$ cat config.mk
export PLATFORM = sky130hd
export DESIGN_NAME = fpu_chan_arbiter
export DESIGN_NICKNAME = d
export VERILOG_FILES = /design/src/rtl/fpu_chan_arbiter.sv
export SDC_FILE = /design/constraint.sdc
export NUM_CORES = 1
export LEC_CHECK = 0
export ABC_CLOCK_PERIOD_IN_PS = 5100
export CAP_MARGIN = 40
export CORE_AREA = 2 2 450 452
export CTS_CLUSTER_SIZE = 20
export DETAILED_ROUTE_END_ITERATION = 8
export DIE_AREA = 0 0 452 454
export PLACE_DENSITY = 0.31
export SLEW_MARGIN = 20
export SYNTH_ARGS = -nofsm -noshare
export SYNTH_HDL_FRONTEND = slang
export SYNTH_SLANG_ARGS = --single-unit
$ cat constraint.sdc
create_clock -name clk_i -period 5.1 [get_ports clk_i]
set_clock_uncertainty 0.2 [all_clocks]
set_input_delay 1.53 -clock clk_i [delete_from_list [all_inputs] [get_ports clk_i]]
set_output_delay 1.53 -clock clk_i [all_outputs]
set_load 0.02 [all_outputs]
$ cat src/rtl/fpu_chan_arbiter.sv
// fpu_chan_arbiter: round-robin mux of NUM_CH request channels onto one
// valid/ready FPU port. The granted channel index travels as the FPU tag,
// and returned results are steered back by that tag. Issue is throttled
// when MAX_OUT ops are in flight, and a flush is forwarded to the FPU.
module fpu_chan_arbiter #(
  parameter  int NUM_CH  = 4,
  parameter  int REQ_W   = 200,
  parameter  int RSP_W   = 69,
  parameter  int MAX_OUT = 8,
  localparam int CH_W    = (NUM_CH > 1) ? $clog2(NUM_CH) : 1,
  localparam int CNT_W   = $clog2(MAX_OUT + 1)
) (
  input  logic                         clk_i,
  input  logic                         rst_ni,
  input  logic                         flush_i,
  input  logic [NUM_CH-1:0]            ch_in_valid_i,
  output logic [NUM_CH-1:0]            ch_in_ready_o,
  input  logic [NUM_CH-1:0][REQ_W-1:0] ch_req_i,
  output logic                         fpu_in_valid_o,
  input  logic                         fpu_in_ready_i,
  output logic [REQ_W-1:0]             fpu_req_o,
  output logic [CH_W-1:0]              fpu_tag_o,
  output logic                         fpu_flush_o,
  input  logic                         fpu_out_valid_i,
  output logic                         fpu_out_ready_o,
  input  logic [RSP_W-1:0]             fpu_rsp_i,
  input  logic [CH_W-1:0]              fpu_tag_i,
  output logic [NUM_CH-1:0]            ch_out_valid_o,
  input  logic [NUM_CH-1:0]            ch_out_ready_i,
  output logic [RSP_W-1:0]             ch_rsp_o,
  output logic [CNT_W-1:0]             outstanding_o,
  output logic                         busy_o,
  output logic                         tag_err_o
);

  logic [CH_W-1:0]   rr_ptr;
  logic              lock;
  logic [CH_W-1:0]   lock_idx;
  logic [CNT_W-1:0]  out_cnt;
  logic              tag_err;

  logic [CH_W-1:0]   rr_gnt;
  logic              rr_found;
  logic [CH_W-1:0]   scan_idx;
  logic [CH_W-1:0]   gnt;
  logic              en;
  logic              iss;
  logic              rsp_hs;
  logic [NUM_CH-1:0] tag_hit;
  logic              tag_ok;

  // Round-robin search: first valid channel strictly after rr_ptr, wrapping.
  always_comb begin
    rr_gnt   = rr_ptr;
    rr_found = 1'b0;
    scan_idx = rr_ptr;
    for (int i = 0; i < NUM_CH; i++) begin
      scan_idx = (scan_idx == CH_W'(NUM_CH - 1)) ? '0 : scan_idx + CH_W'(1);
      if (!rr_found && ch_in_valid_i[scan_idx]) begin
        rr_found = 1'b1;
        rr_gnt   = scan_idx;
      end
    end
  end

  // A stalled offer keeps its channel so tag and payload stay stable.
  assign gnt            = lock ? lock_idx : rr_gnt;
  assign en             = !flush_i && (out_cnt < CNT_W'(MAX_OUT));
  assign fpu_in_valid_o = en && (lock || rr_found);
  assign fpu_req_o      = ch_req_i[gnt];
  assign fpu_tag_o      = gnt;
  assign fpu_flush_o    = flush_i;
  assign iss            = fpu_in_valid_o && fpu_in_ready_i;

  // Per-channel issue-ready and result-tag decode.
  for (genvar k = 0; k < NUM_CH; k++) begin : g_ch
    assign ch_in_ready_o[k] = iss && (gnt == CH_W'(k));
    assign tag_hit[k]       = (fpu_tag_i == CH_W'(k));
  end

  // Out-of-range tags are swallowed so the FPU never blocks on them; a flush
  // also drains whatever result is presented.
  assign tag_ok          = |tag_hit;
  assign ch_out_valid_o  = tag_hit & {NUM_CH{fpu_out_valid_i && !flush_i}};
  assign fpu_out_ready_o = flush_i || !tag_ok || |(tag_hit & ch_out_ready_i);
  assign ch_rsp_o        = fpu_rsp_i;
  assign rsp_hs          = fpu_out_valid_i && fpu_out_ready_o;

  assign outstanding_o = out_cnt;
  assign busy_o        = (out_cnt != '0) || fpu_in_valid_o;
  assign tag_err_o     = tag_err;

  // Grant lock: captured on a stalled offer, released on handshake or flush.
  always_ff @(posedge clk_i or negedge rst_ni) begin
    if (!rst_ni) begin
      lock     <= 1'b0;
      lock_idx <= '0;
    end else if (flush_i || iss) begin
      lock     <= 1'b0;
    end else if (fpu_in_valid_o) begin
      lock     <= 1'b1;
      lock_idx <= gnt;
    end
  end

  // Round-robin pointer advances to the last issued channel; kept across flush.
  always_ff @(posedge clk_i or negedge rst_ni) begin
    if (!rst_ni)  rr_ptr <= CH_W'(NUM_CH - 1);
    else if (iss) rr_ptr <= gnt;
  end

  // In-flight counter: issue adds, result handshake removes, floor at zero.
  always_ff @(posedge clk_i or negedge rst_ni) begin
    if (!rst_ni) begin
      out_cnt <= '0;
    end else if (flush_i) begin
      out_cnt <= '0;
    end else begin
      case ({iss, rsp_hs})
        2'b10:   out_cnt <= out_cnt + CNT_W'(1);
        2'b01:   if (out_cnt != '0) out_cnt <= out_cnt - CNT_W'(1);
        default: out_cnt <= out_cnt;
      endcase
    end
  end

  // Sticky bad-tag flag, cleared only by reset.
  always_ff @(posedge clk_i or negedge rst_ni) begin
    if (!rst_ni)                         tag_err <= 1'b0;
    else if (fpu_out_valid_i && !tag_ok) tag_err <= 1'b1;
  end

endmodule

==> impl_metrics.prom <==
# TYPE chip_impl_metric gauge
chip_impl_metric{name="hold_viol",unit=""} 0
chip_impl_metric{name="numPlacedInstances",unit=""} 4706
chip_impl_metric{name="die_y",unit="µm"} 454
chip_impl_metric{name="synth_enable_flop_cells",unit=""} 0
chip_impl_metric{name="first_global_vias",unit=""} 13202
chip_impl_metric{name="global_route.overflow_total",unit=""} 0
chip_impl_metric{name="power.density_cell_area",unit="nW/µm²"} 1026
chip_impl_metric{name="viasPerCell",unit=""} 2.680
chip_impl_metric{name="h-tree-depth",unit=""} 1
chip_impl_metric{name="final_period_minus_worst_setup_slack",unit="ns"} 5.826
chip_impl_metric{name="placeableCoreArea",unit="µm²"} 200900
chip_impl_metric{name="arrival_time_reported_for_the_critical_path_endpoint",unit="ns"} 4.10
chip_impl_metric{name="crit_required",unit="ns"} 3.37
chip_impl_info{name="critical_path.endpoint_type",value="output pin"} 1
chip_impl_metric{name="worst-slew-pin-transition",unit="ns"} 0.4865
chip_impl_metric{name="instances_no_fill",unit=""} 4848
chip_impl_metric{name="cell_internal_power",unit="W"} 0.01724
chip_impl_metric{name="min_period_over_period",unit="%"} 114.2
chip_impl_metric{name="drt_wl_total",unit="mm"} 142.2
chip_impl_info{name="synthDominantAreaCellType",value="mux2i_1"} 1
chip_impl_metric{name="area_growth_syn_to_layout",unit="%"} 277.5
chip_impl_metric{name="placement.io_buffers",unit=""} 1033
chip_impl_metric{name="clockPowerShare",unit="%"} 0.5
chip_impl_info{name="yosysMostFrequentCell",value="mux2i_1"} 1
chip_impl_info{name="cts.root.buffer_cell",value="clkbuf_16"} 1
chip_impl_metric{name="remaining_antenna_violation_count_after_routing",unit=""} 0
chip_impl_metric{name="timing.slew.headroom",unit="%"} 66.87
chip_impl_metric{name="io_pins",unit=""} 1172
chip_impl_metric{name="antenna_found_initial",unit=""} 131
chip_impl_metric{name="worst_ir_drop_vdd",unit="mV"} 0.4652
chip_impl_metric{name="globalRouteTotalUtil",unit="%"} 12.97
chip_impl_metric{name="synth-warning-count",unit=""} 0
chip_impl_metric{name="vias",unit=""} 12993
chip_impl_info{name="timing.critical_path.from_type",value="input pin"} 1
chip_impl_metric{name="yosysSeqAreaShare",unit="%"} 3.170
chip_impl_metric{name="mappedNetlistNets",unit=""} 1743
chip_impl_metric{name="final_net_count",unit=""} 3050
chip_impl_metric{name="number_of_synthesized_register_bits",unit=""} 10
chip_impl_metric{name="report.final.setup_viol",unit=""} 205
chip_impl_metric{name="cts_sinks",unit=""} 10
chip_impl_metric{name="floorplan.initialDensity",unit="%"} 3.970
chip_impl_metric{name="pwr-share-comb",unit="%"} 99.0
chip_impl_info{name="type_of_the_worst_setup_path",value="input pin to output pin"} 1
chip_impl_metric{name="chipWidth",unit="µm"} 452
chip_impl_metric{name="first_pass_grt_wire_length",unit="mm"} 168.5
chip_impl_metric{name="synth_largest_type_area_fraction",unit="%"} 75.82
chip_impl_metric{name="use_met1",unit="%"} 15.64
chip_impl_metric{name="gp_congestion",unit=""} 0.8672
chip_impl_metric{name="power_switching_share",unit="%"} 44.17
chip_impl_metric{name="wl_per_cell",unit="µm"} 29.33
chip_impl_metric{name="routing_usage_on_met3",unit="%"} 3.982
chip_impl_metric{name="cts-root-to-sink-buffers",unit=""} 2
chip_impl_metric{name="fin_ws",unit="ns"} -0.7255
chip_impl_metric{name="post-route-cell-area",unit="µm²"} 30100
chip_impl_metric{name="ys_types",unit=""} 43
chip_impl_metric{name="clk_latency",unit="ns"} 0.24
chip_impl_metric{name="floorplan.rows",unit=""} 165
chip_impl_info{name="run_status",value="complete, but fails checks"} 1
chip_impl_metric{name="max_freq",unit="MHz"} 171.7
chip_impl_metric{name="grt.met2_usage",unit="%"} 23.56
chip_impl_info{name="tritoncts",value="done"} 1
chip_impl_metric{name="asyncSetResetFlopFracSynth",unit="%"} 100.0
chip_impl_metric{name="first_iter_violations",unit=""} 577
chip_impl_metric{name="die_area",unit="µm²"} 205200
chip_impl_metric{name="syn_area_per_cell",unit="µm²"} 9.326
chip_impl_info{name="rsz_0062_raised_after_global_routing",value="yes"} 1
chip_impl_metric{name="power.share.sequential",unit="%"} 0.5
chip_impl_info{name="post_synth_main_area_contributors",value="mux2i_1 (76%), buf_4 (7.2%), buf_2 (2.8%)"} 1
chip_impl_info{name="postSynth.topFlopCell",value="dfrtp_1"} 1
chip_impl_metric{name="cell_area_reported_after_detailed_placement",unit="µm²"} 24880
chip_impl_metric{name="cap_violations",unit=""} 0
chip_impl_info{name="synth.top_cells.by_count",value="mux2i_1 (604), buf_4 (77), buf_2 (45)"} 1
chip_impl_metric{name="power.leakage",unit="nW"} 11.08
chip_impl_metric{name="report.final.slew_viol_count",unit=""} 0
chip_impl_metric{name="final_layout_size_suffix_gt1_share",unit="%"} 44.42
chip_impl_info{name="busiest_layer",value="met2"} 1
chip_impl_info{name="holdCritPathClass",value="flip-flop to flip-flop"} 1
chip_impl_metric{name="power_switching",unit="W"} 0.01364
chip_impl_metric{name="clk_pin_slew_worst_paths",unit="ns"} 0.04
chip_impl_info{name="violations",value="negative setup slack"} 1
chip_impl_metric{name="critical_path_peak_fanout",unit=""} 7
chip_impl_metric{name="syn-instance-count",unit=""} 855
chip_impl_metric{name="syn_area",unit="µm²"} 7974
chip_impl_metric{name="hpwlAfterDp",unit="mm"} 129.0
chip_impl_metric{name="cts_made_buffers",unit=""} 3
chip_impl_metric{name="detail_route.first_pass.iterations",unit=""} 5
chip_impl_metric{name="detail_route.drc_violations",unit=""} 0
chip_impl_metric{name="grt_start_max_net_pins",unit=""} 21
[layout by cell type (no fill, tap or decap), types with 5 or more instances in the layout]
cell               n
mux2i_2          105
mux2i_1          303
mux2_2             7
nor2_1            10
clkdlybuf4s50_1  822
buf_8             23
buf_12           197
diode_2           15
buf_6            113
nand2_1            6
buf_16            27
mux2i_4          196
dfrtp_1            8
nor3_1             5
buf_4            253
inv_1              5
a21oi_1            6
clkbuf_16         14
[worst max-delay path, stage by stage]
cell and delay (ns):
buf_8 0.10, mux2_4 0.28, or4_4 0.53, a21oi_4 0.16
a22oi_2 0.09, o21ai_4 0.12, buf_12 0.20, buf_16 0.15
buf_16 0.16, mux2i_4 0.49, buf_12 0.18
[final timing paths]
check                                       from             to  slack, ns  cells after the start
worst min-delay path                   tag_err_o      tag_err_o       0.18                      0
max in group asynchronous                 rst_ni      rr_ptr[0]       2.91                      1
worst max-delay path            ch_in_valid_i[0]  fpu_req_o[28]      -0.73                     11
min in group asynchronous                 rst_ni      tag_err_o       1.43                      1
worst max register to register         rr_ptr[0]      rr_ptr[1]       1.81                     15
worst min register to register         tag_err_o      tag_err_o       0.18                      0
[cell families (layout without fill, tap and decap cells)]
kind of cell	count (synthesis)	count (layout)	share of synthesized area, %
multiplexers	613	613	77.28
buffers and inverters	151	1457	13.04
AND/OR/NAND/NOR	45	45	2.919
AO/OA/AOI/OAI	31	31	2.762
flip-flops	10	10	3.170
adder cells (fa/ha/maj)	4	4	0.7219
XOR/XNOR	1	1	0.1099
other	0	15	0
[power by group through the flow]
| stage | Sequential, W | Combinational (W) | Clock, W |
|---|---|---|---|
| 6_report | 0.000152 | 0.0306 | 0.000157 |
| 5_1_grt | 0.000160 | 0.0319 | 0.000167 |
| 4_1_cts | 0.000153 | 0.0287 | 0.000164 |
| 3_5_place_dp | 0.000154 | 0.0230 | 0 |
| 3_3_place_gp | 0.000152 | 0.0231 | 0 |
| 2_1_floorplan | 0.000155 | 0.00931 | 0 |
[metrics by stage]
| step | total power (W) | setup TNS [ns] | setup WS, ns | utilization, % | hold slack [ns] |
|---|---|---|---|---|---|
| 4_1_cts | 0.02898 | -118.53 | -0.7372 | 13.97 | 0.1803 |
| 3_5_place_dp | 0.02316 | -254.73 | -1.688 | 12.39 | 0.1712 |
| 6_report | 0.03087 | -96.93 | -0.7255 | 14.99 | 0.1775 |
| 5_1_grt | 0.03224 | -114.07 | -0.7227 | 14.97 | 0.1962 |
| 2_1_floorplan | 0.009469 | -14.57 | -0.1299 | - | 0.2739 |
| 3_3_place_gp | 0.02321 | -261.15 | -1.843 | 12.37 | 0.1642 |
[state kept, by name, summed over array words and instances, names as in the netlist]
register	flops
lock_idx	2
outstanding_o	4
tag_err_o	1
rr_ptr	2
lock	1
[cell type report]
| class | count | area, µm² |
|---|---|---|
| Sequential cell | 10 | 252.7 |
| Tap cell | 2672 | 3343 |
| Multi-Input combinational cell | 694 | 9637 |
| Fill cell | 22515 | 170800 |
| Inverter | 5 | 18.77 |
| Antenna cell | 15 | 37.54 |
| Timing Repair Buffer | 1448 | 16720 |
| Clock buffer | 4 | 88.84 |
[metal layers]
| metal | part of all wire, % | wire length [µm] |
|---|---|---|
| met1 | 40 | 56800 |
| met2 | 51 | 71820 |
| met3 | 8.3 | 11740 |
| met4 | 1.1 | 1543 |
| met5 | 0.20 | 286 |
[timing repair]
item	in CTS	in global routing
cloned	15	11
setup endpoints to repair	209	207
buffers inserted	63	72
pin swaps	6	8
hold buffers	0	0
gates resized for setup	733	330
(Power assumes the default switching activity.)
